$ cat src/rtl/ps2_pkg.sv
// ps2_pkg
// Shared definitions for the PS/2 key controller: receiver FSM state
// encoding, scan-code set 1 constants for the direction keys, and the
// parity/stop-bit levels of a PS/2 device frame.
package ps2_pkg;

   typedef enum logic [1:0] {
      IDLE   = 2'd0,
      DATA   = 2'd1,
      PARITY = 2'd2,
      STOP   = 2'd3
   } ps2State_t;

   localparam logic [7:0] CODE_UP    = 8'h11;
   localparam logic [7:0] CODE_LEFT  = 8'h1E;
   localparam logic [7:0] CODE_DOWN  = 8'h1F;
   localparam logic [7:0] CODE_RIGHT = 8'h20;
   localparam logic [7:0] CODE_EXT   = 8'hE0;
   localparam logic [7:0] BREAK_MASK = 8'h80;

   localparam logic PARITY_PASS = 1'b1;
   localparam logic STOP_LEVEL  = 1'b1;

   // Odd parity: the eight data bits together with the parity bit must
   // contain an odd number of ones.
   function automatic logic oddParityOk(input logic [7:0] dataBits, input logic parityBit);
      return ((^dataBits) ^ parityBit) == PARITY_PASS;
   endfunction

endpackage

$ cat src/rtl/ps2_key_controller_if.sv
// ps2_key_controller_if
// Bundles the raw PS/2 device lines and the decoded key outputs.
//   PS2Clock, PS2Data : raw device clock/data (asynchronous to Clock)
//   KeyCode           : last valid received byte
//   KeyValid          : one-cycle pulse when KeyCode updates
//   KeyBreak          : KeyCode[7]
//   FrameError        : one-cycle pulse on parity/stop/timeout failure
//   Up/Down/Left/Right: held-key direction levels
// Modport master is the device/consumer side, slave is the controller.
interface ps2_key_controller_if;

   logic       PS2Clock;
   logic       PS2Data;
   logic [7:0] KeyCode;
   logic       KeyValid;
   logic       KeyBreak;
   logic       FrameError;
   logic       Up;
   logic       Down;
   logic       Left;
   logic       Right;

   modport master (
      output PS2Clock, PS2Data,
      input  KeyCode, KeyValid, KeyBreak, FrameError, Up, Down, Left, Right
   );

   modport slave (
      input  PS2Clock, PS2Data,
      output KeyCode, KeyValid, KeyBreak, FrameError, Up, Down, Left, Right
   );

endinterface

$ cat src/rtl/ps2_sync_edge.sv
// ps2_sync_edge
// Brings the raw PS/2 clock and data lines into the Clock domain through
// two-flop synchronizers and detects PS/2 clock falling edges.
//   Clock, Reset_n : system clock, asynchronous active-low reset
//   ps2ClockRaw    : raw PS/2 clock
//   ps2DataRaw     : raw PS/2 data
//   fallEdge       : high for one cycle when the synchronized clock goes 1 -> 0
//   dataBit        : synchronized data, valid to sample when fallEdge is high
module ps2_sync_edge (
   input  logic Clock,
   input  logic Reset_n,
   input  logic ps2ClockRaw,
   input  logic ps2DataRaw,
   output logic fallEdge,
   output logic dataBit
);

   logic clkMeta;
   logic clkSync;
   logic clkPrev;
   logic dataMeta;
   logic dataSync;

   // Synchronizers and the previous-clock register all reset to 1, the idle
   // level of the PS/2 bus, so releasing reset never fakes a falling edge.
   always_ff @(posedge Clock or negedge Reset_n) begin
      if (!Reset_n) begin
         clkMeta  <= 1'b1;
         clkSync  <= 1'b1;
         clkPrev  <= 1'b1;
         dataMeta <= 1'b1;
         dataSync <= 1'b1;
      end else begin
         clkMeta  <= ps2ClockRaw;
         clkSync  <= clkMeta;
         clkPrev  <= clkSync;
         dataMeta <= ps2DataRaw;
         dataSync <= dataMeta;
      end
   end

   assign fallEdge = clkPrev & ~clkSync;
   assign dataBit  = dataSync;

endmodule

$ cat src/rtl/ps2_key_controller.sv
// ps2_key_controller
// Receives PS/2 device frames (start, 8 data LSB-first, odd parity, stop),
// reports each accepted byte, and tracks held arrow keys from scan-code set 1.
//   Clock   : system clock
//   Reset_n : asynchronous active-low reset
//   bus     : ps2_key_controller_if.slave (raw PS/2 lines in, key outputs out)
// Parameters CLK_HZ and TIMEOUT_US size the optional frame watchdog.
// Build option: define PS2_WATCHDOG_EN to abort a frame after a gap of
// CLK_HZ/1_000_000*TIMEOUT_US cycles without a PS/2 clock falling edge.
module ps2_key_controller
   import ps2_pkg::*;
#(
   parameter int CLK_HZ     = 25_000_000,
   parameter int TIMEOUT_US = 2000
) (
   input logic                  Clock,
   input logic                  Reset_n,
   ps2_key_controller_if.slave  bus
);

   localparam int TIMEOUT_CYCLES = CLK_HZ / 1_000_000 * TIMEOUT_US;

   // A watchdog shorter than two cycles could never see a falling edge.
   if (TIMEOUT_CYCLES < 2) begin : gBadConfig
      $error("ps2_key_controller: CLK_HZ/TIMEOUT_US give a timeout below 2 cycles");
   end

   logic       fallEdge;
   logic       dataBit;
   ps2State_t  state;
   logic [2:0] bitCount;
   logic [7:0] shiftReg;
   logic       parityOk;
   logic       watchdogFire;
   logic       stopEdge;
   logic       stopGood;
   logic       stopBad;
   logic [7:0] makeCode;
   logic       isBreak;
   logic [7:0] keyCodeReg;
   logic       keyValidReg;
   logic       frameErrorReg;
   logic       extFlag;
   logic       heldUp;
   logic       heldDown;
   logic       heldLeft;
   logic       heldRight;

   ps2_sync_edge uSyncEdge (
      .Clock       (Clock),
      .Reset_n     (Reset_n),
      .ps2ClockRaw (bus.PS2Clock),
      .ps2DataRaw  (bus.PS2Data),
      .fallEdge    (fallEdge),
      .dataBit     (dataBit)
   );

`ifdef PS2_WATCHDOG_EN
   localparam int WD_W = $clog2(TIMEOUT_CYCLES + 1);
   logic [WD_W-1:0] wdCount;

   // Gap counter: measures cycles since the last falling edge while a frame
   // is in progress; it is held at zero whenever the receiver is idle.
   always_ff @(posedge Clock or negedge Reset_n) begin
      if (!Reset_n) begin
         wdCount <= '0;
      end else if (state == IDLE || fallEdge) begin
         wdCount <= '0;
      end else begin
         wdCount <= wdCount + 1'b1;
      end
   end

   assign watchdogFire = (state != IDLE) && !fallEdge &&
                         (wdCount == WD_W'(TIMEOUT_CYCLES - 1));
`else
   assign watchdogFire = 1'b0;
`endif

   // Frame receiver: every step is taken on a detected PS/2 clock falling
   // edge; only the watchdog can pull the FSM back to IDLE between edges.
   always_ff @(posedge Clock or negedge Reset_n) begin
      if (!Reset_n) begin
         state    <= IDLE;
         bitCount <= 3'd0;
         shiftReg <= 8'h00;
         parityOk <= 1'b0;
      end else if (watchdogFire) begin
         state    <= IDLE;
         bitCount <= 3'd0;
      end else if (fallEdge) begin
         case (state)
            IDLE: begin
               if (!dataBit) begin
                  state    <= DATA;
                  bitCount <= 3'd0;
               end
            end
            DATA: begin
               shiftReg <= {dataBit, shiftReg[7:1]};
               bitCount <= bitCount + 3'd1;
               if (bitCount == 3'd7) begin
                  state <= PARITY;
               end
            end
            PARITY: begin
               parityOk <= oddParityOk(shiftReg, dataBit);
               state    <= STOP;
            end
            STOP: begin
               state <= IDLE;
            end
            default: begin
               state <= IDLE;
            end
         endcase
      end
   end

   assign stopEdge = fallEdge && (state == STOP);
   assign stopGood = stopEdge && (dataBit == STOP_LEVEL) && parityOk;
   assign stopBad  = stopEdge && !((dataBit == STOP_LEVEL) && parityOk);
   assign makeCode = shiftReg & ~BREAK_MASK;
   assign isBreak  = |(shiftReg & BREAK_MASK);

   // Byte acceptance and key tracking. An 0xE0 prefix arms the extended
   // flag so the following byte is reported but never touches the held
   // keys. Frame errors leave code, held keys and the flag untouched.
   always_ff @(posedge Clock or negedge Reset_n) begin
      if (!Reset_n) begin
         keyCodeReg    <= 8'h00;
         keyValidReg   <= 1'b0;
         frameErrorReg <= 1'b0;
         extFlag       <= 1'b0;
         heldUp        <= 1'b0;
         heldDown      <= 1'b0;
         heldLeft      <= 1'b0;
         heldRight     <= 1'b0;
      end else begin
         keyValidReg   <= stopGood;
         frameErrorReg <= stopBad | watchdogFire;
         if (stopGood) begin
            keyCodeReg <= shiftReg;
            if (shiftReg == CODE_EXT) begin
               extFlag <= 1'b1;
            end else if (extFlag) begin
               extFlag <= 1'b0;
            end else begin
               case (makeCode)
                  CODE_UP:    heldUp    <= ~isBreak;
                  CODE_DOWN:  heldDown  <= ~isBreak;
                  CODE_LEFT:  heldLeft  <= ~isBreak;
                  CODE_RIGHT: heldRight <= ~isBreak;
                  default:    ;
               endcase
            end
         end
      end
   end

   // Opposing keys cancel at the outputs; the held bits themselves persist.
   assign bus.KeyCode    = keyCodeReg;
   assign bus.KeyValid   = keyValidReg;
   assign bus.KeyBreak   = keyCodeReg[7];
   assign bus.FrameError = frameErrorReg;
   assign bus.Up         = heldUp & ~heldDown;
   assign bus.Down       = heldDown & ~heldUp;
   assign bus.Left       = heldLeft & ~heldRight;
   assign bus.Right      = heldRight & ~heldLeft;

endmodule

$ cat src/flat_wrapper.sv
// flat-port wrapper written by rule: the top's interface ports become plain ports
module ps2_key_controller_flat import ps2_pkg::*;
#(
   parameter int CLK_HZ     = 25_000_000,
   parameter int TIMEOUT_US = 2000
)
  (Clock, Reset_n, bus_PS2Clock, bus_PS2Data, bus_KeyCode, bus_KeyValid, bus_KeyBreak, bus_FrameError, bus_Up, bus_Down, bus_Left, bus_Right);
  ps2_key_controller_if bus_i ();
  input logic Clock;
  input logic Reset_n;
  input wire logic [$bits(bus_i.PS2Clock)-1:0] bus_PS2Clock;
  input wire logic [$bits(bus_i.PS2Data)-1:0] bus_PS2Data;
  output wire logic [$bits(bus_i.KeyCode)-1:0] bus_KeyCode;
  output wire logic [$bits(bus_i.KeyValid)-1:0] bus_KeyValid;
  output wire logic [$bits(bus_i.KeyBreak)-1:0] bus_KeyBreak;
  output wire logic [$bits(bus_i.FrameError)-1:0] bus_FrameError;
  output wire logic [$bits(bus_i.Up)-1:0] bus_Up;
  output wire logic [$bits(bus_i.Down)-1:0] bus_Down;
  output wire logic [$bits(bus_i.Left)-1:0] bus_Left;
  output wire logic [$bits(bus_i.Right)-1:0] bus_Right;
  assign bus_i.PS2Clock = bus_PS2Clock;
  assign bus_i.PS2Data = bus_PS2Data;
  assign bus_KeyCode = bus_i.KeyCode;
  assign bus_KeyValid = bus_i.KeyValid;
  assign bus_KeyBreak = bus_i.KeyBreak;
  assign bus_FrameError = bus_i.FrameError;
  assign bus_Up = bus_i.Up;
  assign bus_Down = bus_i.Down;
  assign bus_Left = bus_i.Left;
  assign bus_Right = bus_i.Right;
  ps2_key_controller #(.CLK_HZ(CLK_HZ), .TIMEOUT_US(TIMEOUT_US)) u_core (.Clock(Clock), .Reset_n(Reset_n), .bus(bus_i));
endmodule
$ cat config.mk
export PLATFORM = sky130hd
export DESIGN_NAME = ps2_key_controller_flat
export DESIGN_NICKNAME = d
export VERILOG_FILES = /design/src/rtl/ps2_pkg.sv /design/src/rtl/ps2_key_controller_if.sv /design/src/rtl/ps2_sync_edge.sv /design/src/rtl/ps2_key_controller.sv /design/src/flat_wrapper.sv
export SDC_FILE = /design/constraint.sdc
export NUM_CORES = 1
export LEC_CHECK = 0
export ABC_CLOCK_PERIOD_IN_PS = 4680
export CAP_MARGIN = 10
export CELL_PAD_IN_SITES_DETAIL_PLACEMENT = 0
export CELL_PAD_IN_SITES_GLOBAL_PLACEMENT = 2
export CORE_UTILIZATION = 39
export DETAILED_ROUTE_END_ITERATION = 10
export PLACE_DENSITY = 0.81
export SYNTH_ARGS = -nofsm -noshare
export SYNTH_HDL_FRONTEND = slang
export SYNTH_HIERARCHICAL = 1
export SYNTH_SLANG_ARGS = --single-unit
$ cat constraint.sdc
create_clock -name Clock -period 4.68 [get_ports Clock]
set_clock_uncertainty 0.15 [all_clocks]
set_input_delay 1.17 -clock Clock [delete_from_list [all_inputs] [get_ports Clock]]
set_output_delay 1.17 -clock Clock [all_outputs]
set_load 0.02 [all_outputs]
==> qor.yml, run 1 <==
worst_setup_path:
  cp-end-kind: "output pin"
  critPathKind: "reg2out"
  start_kind: "register"
  rr_worst_depth: 4
  regToRegEndpoint: "u_core/heldRight"
  crit_required_ps: 3360
  cp-endpoint: "bus_Left"
  r2r-start: "u_core/uSyncEdge/clkPrev"
  critPathLaunch: "u_core/heldLeft"
  r2r_slack_ps: 2880
  worstPathMaxFanout: 2
  worstPathArrival_ps: 1410
placement:
  gp_congestion: 0.723
  dp_hpwl_mm: 1.99
  placed_area_um2: 1820
  dp.cells: 202
  numPortBuffers: 18
logic_synthesis:
  synth_top_cell_by_area: "dfrtp_1"
  yosys_warnings: 6
  synth_edf_count: 0
  synthFlopType: "dfrtp_1"
  synthCells: 138
  synth_cell_types: 26
  synthDominantCellAreaShare_pct: 45.8
  ys_seq_area_share_pct: 54.1
  synth_area_per_cell_um2: 11.5
  syn_area_um2: 1580
  async_flop_share_pct: 100
  synth_nets: 158
  synth-seq-cells: 34
  synth.area.top_cells: "dfrtp_1, ha_1, dfstp_2, nand2_1, o21ai_0"
routing:
  finalWirelength_mm: 2.61
  vias: 986
  route.detailed.drc: 0
  via_per_inst: 4.70
  drtAntennaViolNets: 0
  drtPass1Iterations: 3
  drtIter0Drc: 13
  wl_per_cell_um: 12.4
cts:
  clockRootBuffer: "clkbuf_8"
  cts-hold-fix-buffers: 0
  cts_tree: "done"
  cts_max_level: 2
  clk_pin_slew_worst_paths_ps: 70
  cts.sinks: 34
  insertion_delay_ps: 280
  clockBufferDepth: 2
  postCtsResizedCells: 0
  cts_inserted_buffers: 5
  post_cts_buffers: 0
final_layout:
  finalInstanceArea_um2: 1930
  area_delta_synth_final_pct: 21.9
  fin_cells: 210
  fillers: 331
  antenna_cells: 0
  layout-drive-gt1-share_pct: 14.2
  layout.nets: 181
grt:
  grt_overflow_total: 0
  grtUsageTotal_pct: 14.7
  grt_pass1_wl_mm: 4.73
  antenna_found_initial: 0
  grt_pass1_vias: 1007
  grt_max_degree: 20
sta:
  final_hold_viol_count: 0
  maxSlewViolCount: 0
  period_share_pct: 58.2
  worst_pin_slew_ps: 843
  max-slew-margin-rel_pct: 43.6
  setup_viol: 0
  fin_tns_setup_ps: 0
  rsz0062_at_grt: "false"
  period_needed_ps: 2730
  fmax_mhz: 367
  holdWs_ps: 207
die:
  dieArea_um2: 4320
  num_rows: 22
  core-area_um2: 3770
  die_width_um: 65.7
  die_h_um: 65.7
  start_util_pct: 42.0
  ios: 19
power_and_ir_drop:
  cellPowerDensity_nw_per_um2: 544
  swShare_pct: 33.1
  leakagePower_nw: 0.927
  p_int_uw: 702
  pwr-share-seq_pct: 40.8
  power.switching_uw: 348
  peakVddDrop_v: 0.000258
  pwr-share-comb_pct: 34.1
  pwr-share-clk_pct: 25.1
min_path:
  hp-class: "reg2reg"
  min-delay-start: "u_core/uSyncEdge/clkMeta"
flow_run:
  maxCapViolCount: 0
run_status:
  status: "completed"
## worst min path at each step
stage	end	slack, ps	cells after the start
3_5_place_dp	u_core/uSyncEdge/clkSync	200	0
3_3_place_gp	u_core/uSyncEdge/dataBit	200	0
2_1_floorplan	u_core/uSyncEdge/clkSync	200	0
6_report	u_core/uSyncEdge/clkSync	210	0
5_1_grt	u_core/uSyncEdge/clkSync	220	0
4_1_cts	u_core/uSyncEdge/clkSync	210	0
## per-layer routing
layer  wire length (µm)  track usage, %
met1               1350            20.2
met2               1140            22.1
met3                 98            4.34
met4                 28            4.89
met5                  0               0
## Yosys cell counts, drive strengths merged (2+ instances only)
cell	number
inv	14
ha	16
dfrtp	29
nand4	5
o21ai	14
nor2	6
mux2i	5
a21oi	3
and3	3
dfstp	5
a22o	2
mux2	5
clkbuf	2
nand2	20
## cell usage in the layout (no fill, tap or decap), drive strengths merged
master / instances
a21boi: 1
a21oi: 3
a22o: 2
a31oi: 1
and3: 3
buf: 1
bufinv: 1
clkbuf: 5
clkdlybuf4s50: 18
clkinvlp: 2
dfrtp: 29
dfstp: 5
ha: 16
inv: 14
mux2: 5
mux2i: 5
nand2: 20
nand3: 1
nand4: 5
nor2: 6
nor2b: 1
nor4b: 1
o21ai: 14
xnor2: 1
xnor3: 1
xor2: 1
## critical path, stage by stage (launching register included)
cell,delay [ps]
dfrtp_1,340
inv_1,50
nor2_1,120
clkdlybuf4s50_1,610
## power by group through the flow
stage / sequential (mW) / clock (mW) / combinational, mW
3_3_place_gp: 0.431 / 0 / 0.352
3_5_place_dp: 0.435 / 0 / 0.365
5_1_grt: 0.440 / 0.289 / 0.408
4_1_cts: 0.429 / 0.273 / 0.366
6_report: 0.429 / 0.263 / 0.358
2_1_floorplan: 0.436 / 0 / 0.248
## layout make-up
| class | instances | area, µm² | area share (%) |
|---|---|---|---|
| clock buffer | 5 | 68.8 | 3.56 |
| tap | 48 | 60.1 | 3.11 |
| clock inverter | 3 | 45.0 | 2.33 |
| sequential | 34 | 857 | 44.4 |
| multi-input combinational | 87 | 659 | 34.2 |
| inverter | 14 | 52.6 | 2.72 |
| timing repair buffer | 19 | 188 | 9.72 |
## state kept, by name, summed over array words and instances (netlist names), 2 cells and up
signal              cells
u_core/bitCount         3
u_core/bus.KeyCode      8
u_core/shiftReg         8
u_core/state            2
## logic make-up after synthesis
family / share of synthesized area, %
AO/OA/AOI/OAI: 7.35
XOR/XNOR: 2.53
flip-flops: 54.1
buffers and inverters: 4.27
multiplexers: 6.71
adder cells (fa/ha/maj): 12.6
AND/OR/NAND/NOR: 12.4
## through the flow
stage | util (%) | setup WS [ps] | power, mW
6_report | 51.2 | 1950 | 1.05
5_1_grt | 51.2 | 1850 | 1.14
4_1_cts | 51.2 | 1930 | 1.07
3_5_place_dp | 48.2 | 1980 | 0.799
3_3_place_gp | 48.2 | 2040 | 0.782
2_1_floorplan | - | 2700 | 0.684
(Power assumes the default switching activity.)
==> run 2, diff against run 1 <==
--- a/config.mk
+++ b/config.mk
@@ -5,13 +5,13 @@
 export SDC_FILE = /design/constraint.sdc
 export NUM_CORES = 1
 export LEC_CHECK = 0
-export ABC_CLOCK_PERIOD_IN_PS = 4680
+export ABC_CLOCK_PERIOD_IN_PS = 2700
 export CAP_MARGIN = 10
 export CELL_PAD_IN_SITES_DETAIL_PLACEMENT = 0
 export CELL_PAD_IN_SITES_GLOBAL_PLACEMENT = 2
-export CORE_UTILIZATION = 39
+export CORE_UTILIZATION = 36
 export DETAILED_ROUTE_END_ITERATION = 10
-export PLACE_DENSITY = 0.81
+export PLACE_DENSITY = 0.75
 export SYNTH_ARGS = -nofsm -noshare
 export SYNTH_HDL_FRONTEND = slang
 export SYNTH_HIERARCHICAL = 1
==> constraint.sdc (replaced) <==
create_clock -name Clock -period 2.7 [get_ports Clock]
set_clock_uncertainty 0.15 [all_clocks]
set_input_delay 0.675 -clock Clock [delete_from_list [all_inputs] [get_ports Clock]]
set_output_delay 0.675 -clock Clock [all_outputs]
set_load 0.02 [all_outputs]
==> run 2 against run 1 <==
Compared with the run above:
- design area is 1.0% lower
- die area is 8.1% higher
- first-iteration DRC count grew to 3.9 times the previous value
- register-to-register slack worse by 2000 ps
- clock power is 44% higher
- clock-buffer cell count is 2 higher
- non-clock buffer count stayed put
- power is 64% higher
- via count is 0.91% higher
- combinational power is 70% higher
- critical endpoint unchanged
==> qor.yml, run 2 (synthesis results as in run 1) <==
cts:
  insertion_delay_ps: 290  # about the same
  cts_tree: "done"
  cts_inserted_buffers: 5  # unchanged
  clockRootBuffer: "clkbuf_8"
  post_cts_buffers: 0  # unchanged
  clockBufferDepth: 2  # unchanged
  cts.sinks: 34  # unchanged
  cts-hold-fix-buffers: 0  # unchanged
  cts_max_level: 2  # unchanged
  clk_pin_slew_worst_paths_ps: 60  # about the same
  postCtsResizedCells: 0  # unchanged
sta:
  period_share_pct: 81.5
  fin_tns_setup_ps: 0  # unchanged
  setup_viol: 0  # unchanged
  rsz0062_at_grt: "false"
  final_hold_viol_count: 0  # unchanged
  max-slew-margin-rel_pct: 69.7  # +26 points
  period_needed_ps: 2200
  worst_pin_slew_ps: 453  # -390 ps
  fmax_mhz: 454
  maxSlewViolCount: 0  # unchanged
  holdWs_ps: 207  # -0.598 ps
placement:
  numPortBuffers: 18  # unchanged
  placed_area_um2: 1820  # +0.14%
  gp_congestion: 0.673  # -6.9%
  dp_hpwl_mm: 1.85  # -6.8%
die:
  core-area_um2: 4120  # +9.1%
  start_util_pct: 38.5  # -3.5 points
  ios: 19  # unchanged
  die_h_um: 68.3  # +4.0%
  die_width_um: 68.3  # +4.0%
  dieArea_um2: 4670  # +8.1%
  num_rows: 23  # +4.5%
final_layout:
  layout.nets: 181  # unchanged
  mostFrequentLayoutCells: "dfrtp_1, nand2_1, clkdlybuf4s50_1"
  finalCoreUtilization_pct: 46.4  # -4.8 points
  final_common_cell: "dfrtp_1"
  area_delta_synth_final_pct: 20.6
  antenna_cells: 0  # unchanged
  fillers: 369  # +11%
  layout-drive-gt1-share_pct: 13.6  # -0.62 points
  finalInstanceArea_um2: 1910  # -1.0%
power_and_ir_drop:
  power.switching_uw: 575  # +65%
  swShare_pct: 33.4  # +0.25 points
  pwr-share-comb_pct: 35.2  # +1.1 points
  leakagePower_nw: 0.925  # -0.23%
  total_power_mw: 1.72  # +64%
  p_int_mw: 1.15  # +63%
  cellPowerDensity_nw_per_um2: 902  # +66%
  pwr-share-seq_pct: 42.8  # +2.0 points
  pwr-share-clk_pct: 22.0  # -3.1 points
  peakVddDrop_v: 0.000275  # +6.4%
routing:
  drtIter0Drc: 51  # +38
  drtPass1Iterations: 4  # +1
  wl_per_cell_um: 11.8  # -5.3%
  vias: 995  # +0.91%
  finalWirelength_mm: 2.50  # -4.4%
  route.detailed.drc: 0  # unchanged
  via_per_inst: 4.69  # about the same
  drtAntennaViolNets: 0  # unchanged
worst_setup_path:
  r2r_slack_ps: 900  # -1980 ps
  r2r-start: "u_core/uSyncEdge/clkPrev"
  regToRegEndpoint: "u_core/heldRight"
  worstPathMaxFanout: 2  # unchanged
  worstPathArrival_ps: 1380  # -30 ps
  critPathKind: "reg2out"
  critPathLaunch: "u_core/heldLeft"
  worst_path_largest_cell_delay_ps: 600  # about the same
  cp-end-kind: "output pin"
  rr_worst_depth: 4  # unchanged
  cp_slowest_cell: "clkdlybuf4s50_1"
  start_kind: "register"
  crit_chain: "inv_1, nor2_1, clkdlybuf4s50_1"
  crit_required_ps: 1880  # -1480 ps
grt:
  grt_overflow_total: 0  # unchanged
  grt_max_degree: 35  # +75%
  grtUsageTotal_pct: 13.6  # -1.1 points
  grt_pass1_vias: 956  # -5.1%
  antenna_found_initial: 0  # unchanged
  grt_pass1_wl_mm: 4.37  # -7.4%
min_path:
  hp-class: "reg2reg"
  hold_end: "u_core/uSyncEdge/clkSync"
  min-delay-start: "u_core/uSyncEdge/clkMeta"
  hold_depth: 0  # unchanged
flow_run:
  maxCapViolCount: 0  # unchanged
run_status:
  status: "completed"
## run 2: cell count changes in the layout (fill, tap and decap cells not counted)
cell        delta
bufinv_16      -1
clkbuf_1       +1
clkbuf_8       +1
clkinv_2       +1
clkinvlp_4     -2
## run 2: critical path: cells and delay by family, from the launching register on
family / cells / cell delay, ps
buffers and inverters: 2 / 660
flip-flops: 1 / 350
AND/OR/NAND/NOR: 1 / 90
## run 2: worst max-delay path by stage
stage	to	depth (start not counted)
6_report	bus_Left	3
5_1_grt	bus_Right	3
4_1_cts	bus_Right	3
3_5_place_dp	bus_Right	3
3_3_place_gp	bus_Up	3
2_1_floorplan	u_core/parityOk	4
## run 2: per-layer routing
metal	vias up	share of wire (%)	global-route usage (%)	routed length, µm
met5	-	0	0	0
li1	509	-	-	-
met3	6	4.6	6.50	116
met4	0	2.1	7.03	52
met1	460	50	17.0	1250
met2	20	43	19.4	1080
## run 2: area by class of cell
class	instances	area (µm²)	share of cell area [%]
Inverter	14	52.6	2.75
Sequential cell	34	857	44.9
Timing Repair Buffer	19	188	9.82
Tap cell	50	62.6	3.27
Multi-Input combinational cell	87	659	34.5
Clock buffer	7	86.3	4.52
Clock inverter	1	5.00	0.262
## run 2: through the flow
step,setup WS (ps),cells
after detailed placement,794,204
after CTS,475,212
after global routing,358,212
final,499,212
after global placement,811,204
after floorplan,1120,138
## run 2: power by group through the flow
| stage | Combinational, mW | Clock, mW | Sequential (mW) |
|---|---|---|---|
| floorplan | 0.430 | 0 | 0.756 |
| global placement | 0.598 | 0 | 0.743 |
| detailed placement | 0.618 | 0 | 0.749 |
| CTS | 0.616 | 0.395 | 0.740 |
| global route | 0.685 | 0.421 | 0.760 |
| finish | 0.607 | 0.379 | 0.737 |
==> run 3, diff against run 2 <==
--- a/config.mk
+++ b/config.mk
@@ -5,7 +5,7 @@
 export SDC_FILE = /design/constraint.sdc
 export NUM_CORES = 1
 export LEC_CHECK = 0
-export ABC_CLOCK_PERIOD_IN_PS = 2700
+export ABC_CLOCK_PERIOD_IN_PS = 2140
 export CAP_MARGIN = 10
 export CELL_PAD_IN_SITES_DETAIL_PLACEMENT = 0
 export CELL_PAD_IN_SITES_GLOBAL_PLACEMENT = 2
==> constraint.sdc (replaced) <==
create_clock -name Clock -period 2.14 [get_ports Clock]
set_clock_uncertainty 0.15 [all_clocks]
set_input_delay 0.535 -clock Clock [delete_from_list [all_inputs] [get_ports Clock]]
set_output_delay 0.535 -clock Clock [all_outputs]
set_load 0.02 [all_outputs]
==> run 3 against run 2 <==
Compared with the run above:
- first-iteration DRC count fell by 51%
- sequential share of layout area fell by 0.58 points
- highest routed layer unchanged
- clock-buffer cell count did not move
- design area rose by 1.3%
- final cell count rose by 0.94%
- sequential power rose by 27%
- non-clock buffer count rose by 2
- register-to-register slack got worse by 470 ps
==> qor.yml, run 3 (synthesis results as in run 1) <==
grt:
  grt_pass1_wl_mm: 4.78  # +9.3%
  grtUsageTotal_pct: 14.7  # +1.1 points
  grt_pass1_vias: 1042  # +9.0%
  grt_overflow_total: 0  # unchanged
  grt_max_degree: 35  # unchanged
  antenna_found_initial: 0  # unchanged
sta:
  maxSlewViolCount: 0  # unchanged
  setup_viol: 0  # unchanged
  max-slew-margin-rel_pct: 71.3  # +1.6 points
  fin_tns_setup_ps: 0  # unchanged
  period_needed_ps: 1940
  holdWs_ps: 207  # +0.502 ps
  rsz0062_at_grt: "false"
  fmax_mhz: 516
  period_share_pct: 90.6
  final_hold_viol_count: 0  # unchanged
  worst_pin_slew_ps: 430  # -23.1 ps
routing:
  finalWirelength_mm: 2.76  # +10%
  via_per_inst: 4.73  # +0.86%
  drtAntennaViolNets: 0  # unchanged
  drtPass1Iterations: 4  # unchanged
  vias: 1013  # +1.8%
  wl_per_cell_um: 12.9  # +9.4%
  route.detailed.drc: 0  # unchanged
  drtIter0Drc: 25  # -51%
worst_setup_path:
  r2r-start: "u_core/uSyncEdge/clkPrev"
  worstPathMaxFanout: 3  # +1
  cp-end-kind: "output pin"
  critPathKind: "reg2out"
  critPathLaunch: "u_core/bus.KeyCode[7]"
  worstPathArrival_ps: 1250  # -130 ps
  critPathBufInv: 1  # -1
  worst_path_largest_cell_delay_ps: 610  # about the same
  crit_chain: "clkdlybuf4s50_1"
  crit_required_ps: 1450  # -430 ps
  critPathTopFamily: "buffers and inverters"
  cp_slowest_cell: "clkdlybuf4s50_1"
  start_kind: "register"
die:
  die_h_um: 68.3  # unchanged
  num_rows: 23  # unchanged
  start_util_pct: 38.5  # unchanged
  core-area_um2: 4120  # unchanged
  die_width_um: 68.3  # unchanged
  dieArea_um2: 4670  # unchanged
  ios: 19  # unchanged
min_path:
  hp-class: "reg2reg"
  min-delay-start: "u_core/uSyncEdge/clkMeta"
placement:
  dp.cells: 206  # +0.98%
  numPortBuffers: 18  # unchanged
  gp_congestion: 0.703  # +4.5%
  dp_hpwl_mm: 2.04  # +10%
cts:
  cts.sinks: 34  # unchanged
  clk_pin_slew_worst_paths_ps: 70  # about the same
  clockRootBuffer: "clkbuf_8"
  cts-hold-fix-buffers: 0  # unchanged
  insertion_delay_ps: 280  # about the same
  cts_tree: "done"
  cts_inserted_buffers: 5  # unchanged
  cts_max_level: 2  # unchanged
  clockBufferDepth: 2  # unchanged
power_and_ir_drop:
  peakVddDrop_v: 0.000532  # +94%
  swShare_pct: 33.6  # +0.27 points
  pwr-share-seq_pct: 42.8  # about the same
  p_int_mw: 1.45  # +26%
  leakagePower_nw: 1.01  # +9.0%
  pwr-share-comb_pct: 35.4  # +0.2 points
  pwr-share-clk_pct: 21.8  # -0.2 points
  cellPowerDensity_nw_per_um2: 1130  # +25%
  power.switching_uw: 736  # +28%
final_layout:
  multi_input_area_um2: 659  # unchanged
  fin_cells: 214  # +0.94%
  final_common_cell: "dfrtp_1"
  antenna_cells: 0  # unchanged
  layout.nets: 183  # +1.1%
  area_delta_synth_final_pct: 22.2
  seqCellArea_um2: 857  # unchanged
  fillers: 392  # +6.2%
  mostFrequentLayoutCells: "dfrtp_1, nand2_1, ha_1"
  finalCoreUtilization_pct: 47.0  # +0.61 points
  layout-drive-gt1-share_pct: 14.6  # +1.1 points
flow_run:
  maxCapViolCount: 0  # unchanged
run_status:
  status: "completed"
-- run 3: changes by cell type in the layout (fill, tap and decap cells not counted) --
cell	delta
buf_4	+2
clkdlybuf4s50_1	-4
dlymetal6s2s_1	+4
-- run 3: repair_timing --
item                                   in CTS  in global routing
setup buffers                               0                  0
setup endpoints to repair                   0                  4
endpoints found under the hold margin       0                  0
gates resized for setup                     0                  4
-- run 3: worst register-to-register path: cells and delay by family, from the launching register on --
| family | cells | cell delay [ps] |
|---|---|---|
| simple gates | 3 | 750 |
| mux | 1 | 220 |
| flops | 1 | 520 |
-- run 3: power by group through the flow --
stage,Clock [mW],Sequential [mW],Combinational [mW]
after floorplan,0,0.954,0.543
after global placement,0,0.938,0.772
after detailed placement,0,0.951,0.794
after CTS,0.500,0.941,0.797
after global routing,0.534,0.964,0.878
final,0.476,0.937,0.775
-- run 3: final timing paths --
path                                             to  slack (ps)  cells after the start
min reg2reg                u_core/uSyncEdge/clkSync         210                      0
min                        u_core/uSyncEdge/clkSync         210                      0
max in group asynchronous  u_core/uSyncEdge/clkSync         980                      2
max reg2reg                        u_core/heldRight         430                      4
max                                  bus_KeyCode[7]         200                      1
min in group asynchronous     u_core/bus.KeyCode[6]         510                      2
-- run 3: metrics by stage --
stage	power (mW)	setup slack (ps)	area (µm²)
floorplan	1.50	561	1580
global placement	1.71	376	1830
detailed placement	1.75	358	1830
CTS	2.24	37.2	1930
global route	2.38	139	1940
finish	2.19	202	1940
-- run 3: layout make-up --
class	instances	share of cell area (%)
Clock buffer	7	4.46
Clock inverter	1	0.259
Inverter	14	2.71
Multi-Input combinational cell	87	34.1
Sequential cell	34	44.3
Tap cell	50	3.23
Timing Repair Buffer	21	11.0
-- run 3: layer usage --
metal,global-route usage [%],vias up,part of all wire [%]
li1,-,508,-
met3,5.50,5,4.4
met5,0,-,0
met4,7.03,0,1.8
met2,23.0,21,47
met1,17.7,479,47
==> RTL edit: new RTL, settings of run 2 <==
The package constant `PARITY_PASS` goes from 1'b1 to 1'b0.
--- a/src/rtl/ps2_pkg.sv
+++ b/src/rtl/ps2_pkg.sv
@@ -18,7 +18,7 @@
    localparam logic [7:0] CODE_EXT   = 8'hE0;
    localparam logic [7:0] BREAK_MASK = 8'h80;
 
-   localparam logic PARITY_PASS = 1'b1;
+   localparam logic PARITY_PASS = 1'b0;
    localparam logic STOP_LEVEL  = 1'b1;
 
    // Odd parity: the eight data bits together with the parity bit must
Check against the original RTL: same outputs for any inputs over 10 cycles, from zero or initial values and one cycle with Reset_n low; that may be too few to reach the edited logic, so the function may still have changed.
==> RTL edit against run 2 <==
Worst setup slack got worse by 0.011 ns. Via count increased by 0.60%. Total power decreased by 3.2%. Sequential cell count unchanged. Wire length increased by 5.8%. Utilization decreased by 0.24 points. Cell area decreased by 0.52%. Critical path depth unchanged. Synthesized area about the same. Critical endpoint is now bus_Right.
==> RTL edit: results (changes against run 2) <==
* Outcome: finished, final reports clean (unchanged)
* Buffering overhead: 9.87% (was 9.82%)
* Comb pwr share: 35.1% (was 35.2%)
- Post-Syn Nets: 159 (was 158)
- The met2 wire length came to 1200 microns (was 1080 microns).
* Combinational group power: 0.586 mW (was 0.607 mW)
- Worst vdd ir: 0.375 mV (was 0.275 mV)
- Post-Route M1 WL: 1300 microns (was 1250 microns)
- The pin slew with the least headroom to its limit was 0.432 ns (was 0.453 ns).
* Number of distinct standard cells referenced by the synthesized netlist: 24 (was 26)
- The proportion of synthesized chip area in sequential cells came to 54.1% (about the same).
* Instance area after placement: 1820 sq um (about the same)
* Total detailed-routing wirelength: 2640 microns (was 2500 microns)
- Met1 demand-to-capacity share in global routing: 16.8% (was 17.0%)
- Fin nets: 182 (was 181)
* Non-filler cells in the finished layout: 213 (was 212)
* Total track usage: 13.8% (was 13.6%)
- Vias in the first global route: 1,061 (was 956)
* Share of synthesized cell area in full adder, half adder and majority cells: 12.6% (about the same)
- Initial DRC count: 32 (was 51)
* Cells taking the most area after synthesis: sky130_fd_sc_hd__dfrtp_1, sky130_fd_sc_hd__ha_1, sky130_fd_sc_hd__dfstp_2 (unchanged)
* Die area: 4670 sq um (about the same)
- The final RePlAce weighted congestion was 0.725 (was 0.673).
* Fraction of synthesized area in multiplexers: 6.71% (about the same)
- Fraction of standard cell area in multi-input logic: 34.8% (was 34.5%)
* Static Leakage: 0.915 nW (was 0.925 nW)
- The net switching fraction of the power is 33.5% (was 33.4%).
## RTL edit: path summary, 6_finish.rpt
path / endpoint / slack [ns] / cells past startpoint
worst min-delay path: u_core/uSyncEdge/clkSync$_DFF_PN1_ / 0.21 / 0
worst max-delay path: bus_Right / 0.49 / 3
max in group asynchronous: u_core/uSyncEdge/clkPrev$_DFF_PN1_ / 1.41 / 2
worst max register to register: u_core/heldRight$_DFFE_PN0P_ / 0.84 / 4
worst min register to register: u_core/uSyncEdge/clkSync$_DFF_PN1_ / 0.21 / 0
min in group asynchronous: u_core/bus.KeyCode[1]$_DFFE_PN0N_ / 0.65 / 2
## RTL edit: per-stage QoR
step / setup slack, ns / util (%)
after global routing: 0.371 / 46.2
after floorplan: 1.15 / -
after detailed placement: 0.779 / 44.2
final: 0.489 / 46.2
after global placement: 0.815 / 44.2
after CTS: 0.464 / 46.2
